## src/rtl/pulse_pkg.sv

```systemverilog
// Shared types for the pulse-instruction issuer: word opcodes, FSM states,
// payload widths and the descriptor record held in the FIFO.
package pulse_pkg;
  localparam int PAYLOAD_W = 28;
  localparam int PHASE_W   = 16;
  localparam int AMP_W     = 16;
  localparam int TLEN_W    = 24;

  typedef enum logic [3:0] {
    OP_FREQ   = 4'h1,
    OP_PHASE  = 4'h2,
    OP_AMP    = 4'h3,
    OP_TSTART = 4'h4,
    OP_TLEN   = 4'h5
  } opcode_e;

  typedef enum logic [2:0] {
    ST_IDLE,
    ST_FREQ,
    ST_PHASE,
    ST_AMP,
    ST_TSTART,
    ST_TLEN
  } state_e;

  typedef struct packed {
    logic [PAYLOAD_W-1:0] freq;
    logic [PHASE_W-1:0]   phase;
    logic [AMP_W-1:0]     amp;
    logic [PAYLOAD_W-1:0] tstart;
    logic [TLEN_W-1:0]    tlen;
  } pulse_desc_t;

  function automatic logic [31:0] make_word(opcode_e op, logic [PAYLOAD_W-1:0] payload);
    return {op, payload};
  endfunction
endpackage

```

## src/rtl/pulse_desc_fifo.sv

```systemverilog
// First-word-fall-through descriptor FIFO; head stays put until popped.
// Flush wins over a push or pop in the same cycle.
module pulse_desc_fifo
  import pulse_pkg::*;
#(
  parameter int DEPTH = 4
) (
  input  logic                         clk,
  input  logic                         rst_n,
  input  logic                         push,
  input  logic                         pop,
  input  logic                         flush,
  input  pulse_desc_t                  din,
  output pulse_desc_t                  head,
  output logic [$clog2(DEPTH+1)-1:0]   count,
  output logic                         full,
  output logic                         empty
);
  localparam int PTR_W = $clog2(DEPTH);
  localparam int CNT_W = $clog2(DEPTH + 1);

  pulse_desc_t      mem_q [DEPTH];
  logic [PTR_W-1:0] wr_ptr_q, wr_ptr_d;
  logic [PTR_W-1:0] rd_ptr_q, rd_ptr_d;
  logic [CNT_W-1:0] count_q, count_d;
  logic             do_push, do_pop;

  assign full    = (count_q == CNT_W'(DEPTH));
  assign empty   = (count_q == '0);
  assign count   = count_q;
  assign head    = mem_q[rd_ptr_q];
  assign do_push = push && !full && !flush;
  assign do_pop  = pop && !empty && !flush;

  always_comb begin
    wr_ptr_d = wr_ptr_q;
    rd_ptr_d = rd_ptr_q;
    count_d  = count_q;
    if (flush) begin
      wr_ptr_d = '0;
      rd_ptr_d = '0;
      count_d  = '0;
    end else begin
      // DEPTH is a power of two, so pointer overflow is the modulo wrap
      if (do_push) wr_ptr_d = wr_ptr_q + PTR_W'(1);
      if (do_pop)  rd_ptr_d = rd_ptr_q + PTR_W'(1);
      case ({do_push, do_pop})
        2'b10:   count_d = count_q + CNT_W'(1);
        2'b01:   count_d = count_q - CNT_W'(1);
        default: count_d = count_q;
      endcase
    end
  end

  always_ff @(posedge clk or negedge rst_n) begin
    if (!rst_n) begin
      wr_ptr_q <= '0;
      rd_ptr_q <= '0;
      count_q  <= '0;
    end else begin
      wr_ptr_q <= wr_ptr_d;
      rd_ptr_q <= rd_ptr_d;
      count_q  <= count_d;
    end
  end

  always_ff @(posedge clk) begin
    if (do_push) mem_q[wr_ptr_q] <= din;
  end
endmodule

```

## src/rtl/pulse_inst_issuer.sv

```systemverilog
// Serializes queued pulse descriptors into FREQ/PHASE/AMP/TSTART/TLEN words.
// Define PULSE_ISSUER_DEDUP_EN to skip FREQ/PHASE/AMP words equal to the last sent value.
module pulse_inst_issuer
  import pulse_pkg::*;
#(
  parameter int DEPTH  = 4,
  parameter int TIME_W = 28
) (
  input  logic                         clk,
  input  logic                         rst_n,
  input  logic                         desc_valid,
  output logic                         desc_ready,
  input  logic [PAYLOAD_W-1:0]         desc_freq,
  input  logic [PHASE_W-1:0]           desc_phase,
  input  logic [AMP_W-1:0]             desc_amp,
  input  logic [TIME_W-1:0]            desc_tstart,
  input  logic [TLEN_W-1:0]            desc_tlen,
  input  logic                         flush,
  output logic                         inst_valid,
  input  logic                         inst_ready,
  output logic [31:0]                  inst_data,
  output logic [$clog2(DEPTH+1)-1:0]   fifo_count,
  output logic                         busy
);
  localparam int CNT_W = $clog2(DEPTH + 1);

  state_e      state_q, state_d, eff_state;
  pulse_desc_t push_desc, head;
  logic        fifo_full, fifo_empty, pop;
  logic [31:0] word;

  assign push_desc = '{freq: desc_freq, phase: desc_phase, amp: desc_amp,
                       tstart: PAYLOAD_W'(desc_tstart), tlen: desc_tlen};

  pulse_desc_fifo #(.DEPTH(DEPTH)) u_fifo (
    .clk   (clk),
    .rst_n (rst_n),
    .push  (desc_valid),
    .pop   (pop),
    .flush (flush),
    .din   (push_desc),
    .head  (head),
    .count (fifo_count),
    .full  (fifo_full),
    .empty (fifo_empty)
  );

`ifdef PULSE_ISSUER_DEDUP_EN
  logic [PAYLOAD_W-1:0] last_freq_q, last_freq_d;
  logic [PHASE_W-1:0]   last_phase_q, last_phase_d;
  logic [AMP_W-1:0]     last_amp_q, last_amp_d;
  logic [2:0]           last_vld_q, last_vld_d;  // {amp, phase, freq}

  // state_q holds the nominal position; redundant words fall through here in zero cycles
  always_comb begin
    eff_state = state_q;
    if (eff_state == ST_FREQ && last_vld_q[0] && last_freq_q == head.freq)
      eff_state = ST_PHASE;
    if (eff_state == ST_PHASE && last_vld_q[1] && last_phase_q == head.phase)
      eff_state = ST_AMP;
    if (eff_state == ST_AMP && last_vld_q[2] && last_amp_q == head.amp)
      eff_state = ST_TSTART;
  end

  always_comb begin
    last_freq_d  = last_freq_q;
    last_phase_d = last_phase_q;
    last_amp_d   = last_amp_q;
    last_vld_d   = last_vld_q;
    if (flush) begin
      last_vld_d = '0;
    end else if (inst_ready) begin
      case (eff_state)
        ST_FREQ:  begin last_freq_d  = head.freq;  last_vld_d[0] = 1'b1; end
        ST_PHASE: begin last_phase_d = head.phase; last_vld_d[1] = 1'b1; end
        ST_AMP:   begin last_amp_d   = head.amp;   last_vld_d[2] = 1'b1; end
        default:  ;
      endcase
    end
  end

  always_ff @(posedge clk or negedge rst_n) begin
    if (!rst_n) begin
      last_freq_q  <= '0;
      last_phase_q <= '0;
      last_amp_q   <= '0;
      last_vld_q   <= '0;
    end else begin
      last_freq_q  <= last_freq_d;
      last_phase_q <= last_phase_d;
      last_amp_q   <= last_amp_d;
      last_vld_q   <= last_vld_d;
    end
  end
`else
  assign eff_state = state_q;
`endif

  always_comb begin
    state_d = state_q;
    pop     = 1'b0;
    word    = '0;
    case (eff_state)
      ST_IDLE: if (!fifo_empty) state_d = ST_FREQ;
      ST_FREQ: begin
        word = make_word(OP_FREQ, head.freq);
        if (inst_ready) state_d = ST_PHASE;
      end
      ST_PHASE: begin
        word = make_word(OP_PHASE, PAYLOAD_W'(head.phase));
        if (inst_ready) state_d = ST_AMP;
      end
      ST_AMP: begin
        word = make_word(OP_AMP, PAYLOAD_W'(head.amp));
        if (inst_ready) state_d = ST_TSTART;
      end
      ST_TSTART: begin
        word = make_word(OP_TSTART, head.tstart);
        if (inst_ready) state_d = ST_TLEN;
      end
      ST_TLEN: begin
        word = make_word(OP_TLEN, PAYLOAD_W'(head.tlen));
        if (inst_ready) begin
          pop = 1'b1;
          // a push landing with this pop keeps the FIFO non-empty, so no bubble
          state_d = (fifo_count > CNT_W'(1) || desc_valid) ? ST_FREQ : ST_IDLE;
        end
      end
      default: state_d = ST_IDLE;
    endcase
    if (flush) state_d = ST_IDLE;
  end

  always_ff @(posedge clk or negedge rst_n) begin
    if (!rst_n) state_q <= ST_IDLE;
    else        state_q <= state_d;
  end

  assign inst_valid = (state_q != ST_IDLE);
  assign inst_data  = word;
  assign busy       = (state_q != ST_IDLE) || (fifo_count != '0);
  assign desc_ready = !fifo_full;
endmodule

```

## config.mk

```make
export PLATFORM = sky130hd
export DESIGN_NAME = pulse_inst_issuer
export DESIGN_NICKNAME = d
export VERILOG_FILES = /design/src/rtl/pulse_pkg.sv /design/src/rtl/pulse_desc_fifo.sv /design/src/rtl/pulse_inst_issuer.sv
export SDC_FILE = /design/constraint.sdc
export NUM_CORES = 1
export LEC_CHECK = 0
export BUFFER_PORTS_ARGS = -buffer_cell sky130_fd_sc_hd__clkbuf_2
export CAP_MARGIN = 0
export CORE_MARGIN = 2
export CORE_UTILIZATION = 35
export CTS_CLUSTER_DIAMETER = 80
export CTS_CLUSTER_SIZE = 30
export DETAILED_ROUTE_END_ITERATION = 12
export PLACE_DENSITY = 0.63
export REMOVE_ABC_BUFFERS = 1
export SLEW_MARGIN = 10
export SYNTH_ARGS = -nofsm -noshare
export SYNTH_HDL_FRONTEND = slang
export SYNTH_HIERARCHICAL = 1
export SYNTH_SLANG_ARGS = --single-unit
```

## constraint.sdc

```tcl
create_clock -name clk -period 11.6 [get_ports clk]
set_input_delay 0.58 -clock clk [delete_from_list [all_inputs] [get_ports clk]]
set_output_delay 0.58 -clock clk [all_outputs]
set_load 0.05 [all_outputs]
```

# After elaboration in Yosys (flattened, before gate mapping)
# Memory sizes are Yosys's and may differ from the RTL's.
# Cells that the tools add are included.
[op_classes]
n_addsub = 4
n_lt_le_gt_ge = 1
n_eq_ne = 14
mux = 20
n_reduce_logical = 17
[op_table]
columns = ["operator", "count"]
rows = [
  ["$pmux 31 s5", 1],
  ["$mux 3", 8],
  ["$ne 3x3->1 const B", 6],
  ["$pmux 3 s6", 1],
  ["$eq 3x3->1 const B", 3],
  ["$reduce_bool 3->1", 3],
  ["$mux 2", 4],
  ["$eq 3x2->1 const B", 2],
  ["$logic_not 3->1", 2],
  ["$pmux 3 s2", 1],
  ["$reduce_and 6->1", 1],
  ["$mux 1", 5],
  ["$add 2x1->2 const B", 2],
  ["$logic_and 1x1->1", 4],
  ["$reduce_bool 2->1", 2],
  ["$add 3x1->3 const B", 1],
  ["$eq 3x1->1 const B", 1],
  ["$gt 3x1->1 const B", 1],
  ["$logic_not 1->1", 3],
  ["$sub 3x1->3 const B", 1],
  ["$eq 2x1->1 const B", 1],
  ["$eq 2x2->1 const B", 1],
  ["$logic_or 1x1->1", 2],
]
[word_totals]
ff_bits = 10
mem_bits_rw = 448
in_bits = 117
out_inout_bits = 38
word_cells = 61
mem_count = 1
[memory_table]
columns = ["name", "words", "width", "rd", "rd_ports_with_merged_regs", "write_ports", "line", "text"]
rows = [
  ["u_fifo.mem_q", 4, 112, 1, 0, 1, "pulse_desc_fifo.sv:22", "pulse_desc_t mem_q [DEPTH];"],
]

# Depth between registers and ports, before layout
[logic_depth]
ltp_word = 7
mapped_depth = 11
depth_no_buf = 8

# By module
# Netlist, hierarchy kept.
[by_module_without_submodules]
columns = ["mod", "n_inst", "cells_per_inst", "area_per_inst_um2", "seq_area_each_um2"]
rows = [
  ["pulse_desc_fifo", 1, 651, 16701.0, 13628.1],
  ["pulse_inst_issuer", 1, 143, 1143.6, 75.1],
]

# Worst setup path after synthesis
# Ideal clock, no wire load.
[synth_timing]
path_kind = "register to register"
from = "register u_fifo.count_q[1] (netlist: u_fifo/count[1])"
to = "memory u_fifo/mem_q[0][0] (netlist bit) (enable)"
setup_ps = 484
t_arrival_ps = 3851
required_time_ps = 11116
setup_slack_ps = 7265
path_stages_with_launch = 5
path_buffers = 0
period_less_slack_ps = 4335
cell_sequence = "dfrtp_1 -> nand2b_1 -> nor2_1 -> nor3_1 -> and2_1"
[synth_via]
elab_chain_len = 6
[synth_lines]
columns = ["item", "line", "text"]
rows = [
  ["from (decl)", "pulse_desc_fifo.sv:25", "logic [CNT_W-1:0] count_q, count_d;"],
  ["from (signal assigned)", "pulse_desc_fifo.sv:63", "count_q <= count_d;"],
  ["$eq 3x3->1", "pulse_desc_fifo.sv:28", "assign full = (count_q == CNT_W'(DEPTH));"],
  ["named net fifo_full", "pulse_inst_issuer.sv:29", "logic fifo_full, fifo_empty, pop;"],
  ["$logic_not 1->1", "pulse_desc_fifo.sv:32", "assign do_push = push && !full && !flush;"],
  ["$logic_and 1x1->1 (2 in series)", "pulse_desc_fifo.sv:32", ""],
  ["$mux 1", "pulse_desc_fifo.sv:68", "if (do_push) mem_q[wr_ptr_q] <= din;"],
  ["$mux 1 (not written as such)", "pulse_desc_fifo.sv:68", ""],
  ["to (decl)", "pulse_desc_fifo.sv:22", ""],
]
# The timed path passes the listed nets, and every way through them passes these cells.

==> impl_metrics.py <==
metrics = {
    "timing": {
        "drv_slew": 0,
        "fmax_mhz": 231,
        "rsz0062_at_grt": "no",
        "finalClockSkew_ns": 0.0216,
        "max_slew_margin_pct": 28.5,
        "hold_ws_ns": 0.198,
        "finalHoldViolations": 0,
        "min_period_over_period_pct": 37.4,
        "tightest_slew_ns": 1.07,
        "fin_crit_ns": 4.34,
        "fin_setup_tns_ns": 0,
        "fin_ws_ns": 7.26,
        "setup_violations": 0,
    },
    "floorplan": {
        "dieArea_mm2": 0.0528,
        "dieHeight_um": 230,
        "core.rowCount": 82,
        "io_pins": 155,
        "initial_core_util_pct": 35.5,
        "die_w_um": 230,
        "core_area_mm2": 0.0503,
    },
    "clocking": {
        "cts_hold_repair.buffers": 1,
        "cts_max_level": 1,
        "cts_resized": 0,
        "clockRootBuffer": "clkbuf_16",
        "cts_buffers": 27,
        "post_cts_buffers": 0,
        "cts.path.max_buffers": 3,
        "clk_pin_slew_ns": 0.11,
        "clock_sinks": 458,
        "clock_latency_ns": 0.58,
        "cts_tree": "built",
    },
    "layout": {
        "layout_commonest_cell": "edfxtp_1",
        "nFillCells": 4527,
        "final_nets": 1064,
        "final_cell_mix": "448 x edfxtp_1, 153 x clkbuf_2, 112 x mux4_2",
        "drive_above_1_share_pct": 37.8,
        "area.growth.synth_to_final_pct": 13.5,
    },
    "worst_hold_path": {
        "whs_path_depth": 1,
        "hold_class": "in -> reg",
    },
    "grt": {
        "antenna_found_initial": 5,
        "grt_first_pass_wirelength_um": 55300,
        "grt_usage_pct": 14.0,
        "grt_max_degree": 66,
        "overflow": 0,
        "grt_pass1_vias": 8807,
    },
    "place": {
        "hpwl_um": 21100,
        "gp_congestion": 0.696,
        "io_buffers": 153,
        "pre_cts_ws_ns": 7.74,
    },
    "logic_synthesis": {
        "synth_area_leaders": "edfxtp_1 75%, mux4_2 14%, mux2_2 1.6%, dfrtp_1 1.4%, a22oi_1 1.2%",
        "synth_top_area_cell": "edfxtp_1",
        "synth_top_cell_area_share_pct": 75.4,
        "synth_cell_types": 42,
        "synthCells": 794,
        "yosysSeqAreaShare_pct": 76.8,
        "synth-seq-cells": 458,
        "synth_area_mm2": 0.0178,
        "synth-warning-count": 6,
        "avgSynthCellArea_um2": 22.5,
    },
    "critical_path": {
        "path_class": "reg -> out",
        "critPathCaptureType": "output pin",
        "reg2regPathDepth": 5,
        "crit_path_max_fanout": 48,
        "crit_path_start_kind": "register",
        "critPathRequiredTime_ns": 11.02,
        "worstPathArrival_ns": 3.76,
    },
    "power": {
        "powerDensity_mw_per_mm2": 169,
        "total_power_mw": 3.41,
        "vdd_drop_max_uv": 163,
        "leakage_nw": 6.42,
    },
    "job": {
        "maxCapViolations": 0,
    },
    "drt": {
        "dr.pass1.iters": 5,
        "drt-total-wl_um": 36900,
        "drt-vias-per-instance": 5.03,
        "post-route-drc-count": 0,
        "routedWlPerCell_um": 22.6,
        "final_antenna_net_count": 0,
        "initialDrtViolationCount": 584,
        "num_vias": 8228,
    },
    "outcome": {
        "status": "finished clean",
    },
}
## path summary, 6_finish.rpt
kind / startpoint / end / slack, ns
max: u_fifo/rd_ptr_q[0] / inst_data[12] / 7.26
min: desc_tstart[7] / u_fifo/mem_q[1][31] / 0.20
max reg2reg: u_fifo/count[1] / u_fifo/mem_q[3][109] / 8.08
min reg2reg: u_fifo/wr_ptr_q[1] / u_fifo/wr_ptr_q[1] / 0.63
max in group asynchronous: rst_n / u_fifo/rd_ptr_q[0] / 10.92
min in group asynchronous: rst_n / u_fifo/wr_ptr_q[1] / 0.41
## cells in the mapped netlist
cell type,n
o311a_1,1
nor3b_1,2
nand3b_1,1
clkbuf_1,9
mux2i_1,18
a31oi_1,1
a2111oi_0,1
a21oi_1,2
or3_4,1
conb_1,1
fa_1,1
dfrtp_1,10
ha_1,4
a211oi_1,1
o21ai_0,3
and2b_1,2
nand2_1,2
buf_4,6
or2_1,1
inv_1,6
or4_1,1
buf_6,10
buf_2,23
nor2b_1,3
o22ai_1,17
edfxtp_1,448
nor4b_1,2
o221ai_1,1
o21a_1,3
nor3_1,5
a21o_1,1
xor2_1,3
xnor2_1,2
a22oi_1,28
a21boi_0,1
nand2b_1,4
mux4_2,112
and2_1,4
nor2_1,25
mux2_2,25
nand3_1,2
clkbuf_2,1
## worst max-delay path, stage by stage (launching register included)
cell and delay (ns):
dfrtp_4 0.83, buf_4 0.84, mux4_2 0.59, mux2_2 0.27, a22oi_1 0.13, o22ai_1 0.16, clkbuf_2 0.27
## power by group
| group | switching [mW] | internal (mW) | leakage (nW) |
|---|---|---|---|
| clock network | 0.616 | 0.479 | 0.472 |
| logic | 0.297 | 0.132 | 1.75 |
| registers | 0.0225 | 1.87 | 4.20 |
| total | 0.936 | 2.48 | 6.42 |
## final cells by class
| cell class | instances | area [µm²] | area share, % |
|---|---|---|---|
| Multi-Input combinational cell | 281 | 3820 | 18.9 |
| Timing Repair Buffer | 168 | 881 | 4.35 |
| Inverter | 6 | 22.5 | 0.111 |
| Antenna cell | 1 | 2.50 | 0.0124 |
| Sequential cell | 458 | 13700 | 67.7 |
| Tap cell | 672 | 841 | 4.15 |
| Clock buffer | 27 | 676 | 3.33 |
| Clock inverter | 22 | 303 | 1.49 |
## flip-flops by register name, summed over array words and instances (netlist names)
name / flops
u_fifo/mem_q: 448
eff_state: 3
u_fifo/wr_ptr_q: 2
u_fifo/rd_ptr_q: 2
u_fifo/count: 3
## kinds of logic (layout without fill, tap and decap cells)
logic type      after synthesis  in the layout  synth area share [%]
flops                       458            458                  76.8
mux                         155            155                  16.7
simple gates                 55             55                  1.60
xor+xnor                      5              5                 0.245
compound gates               60             60                  2.36
other cells                   1              2                0.0210
fa+ha+maj                     5              5                 0.393
buf+inv                      55            223                  1.87
## stage by stage
stage	util [%]	instance area, µm²	instances
2_1_floorplan	-	17500	745
3_3_place_gp	38.3	19300	1584
3_5_place_dp	38.3	19300	1584
4_1_cts	40.3	20300	1634
5_1_grt	40.3	20300	1634
6_report	40.3	20300	1635
## metal layers
layer / global-route usage (%) / share of wire [%]
met5: 0 / 0.18
met4: 3.02 / 1.7
met3: 3.05 / 6.1
met2: 23.8 / 50
met1: 18.5 / 42
Note: power is estimated with default switching activity, not from simulation.
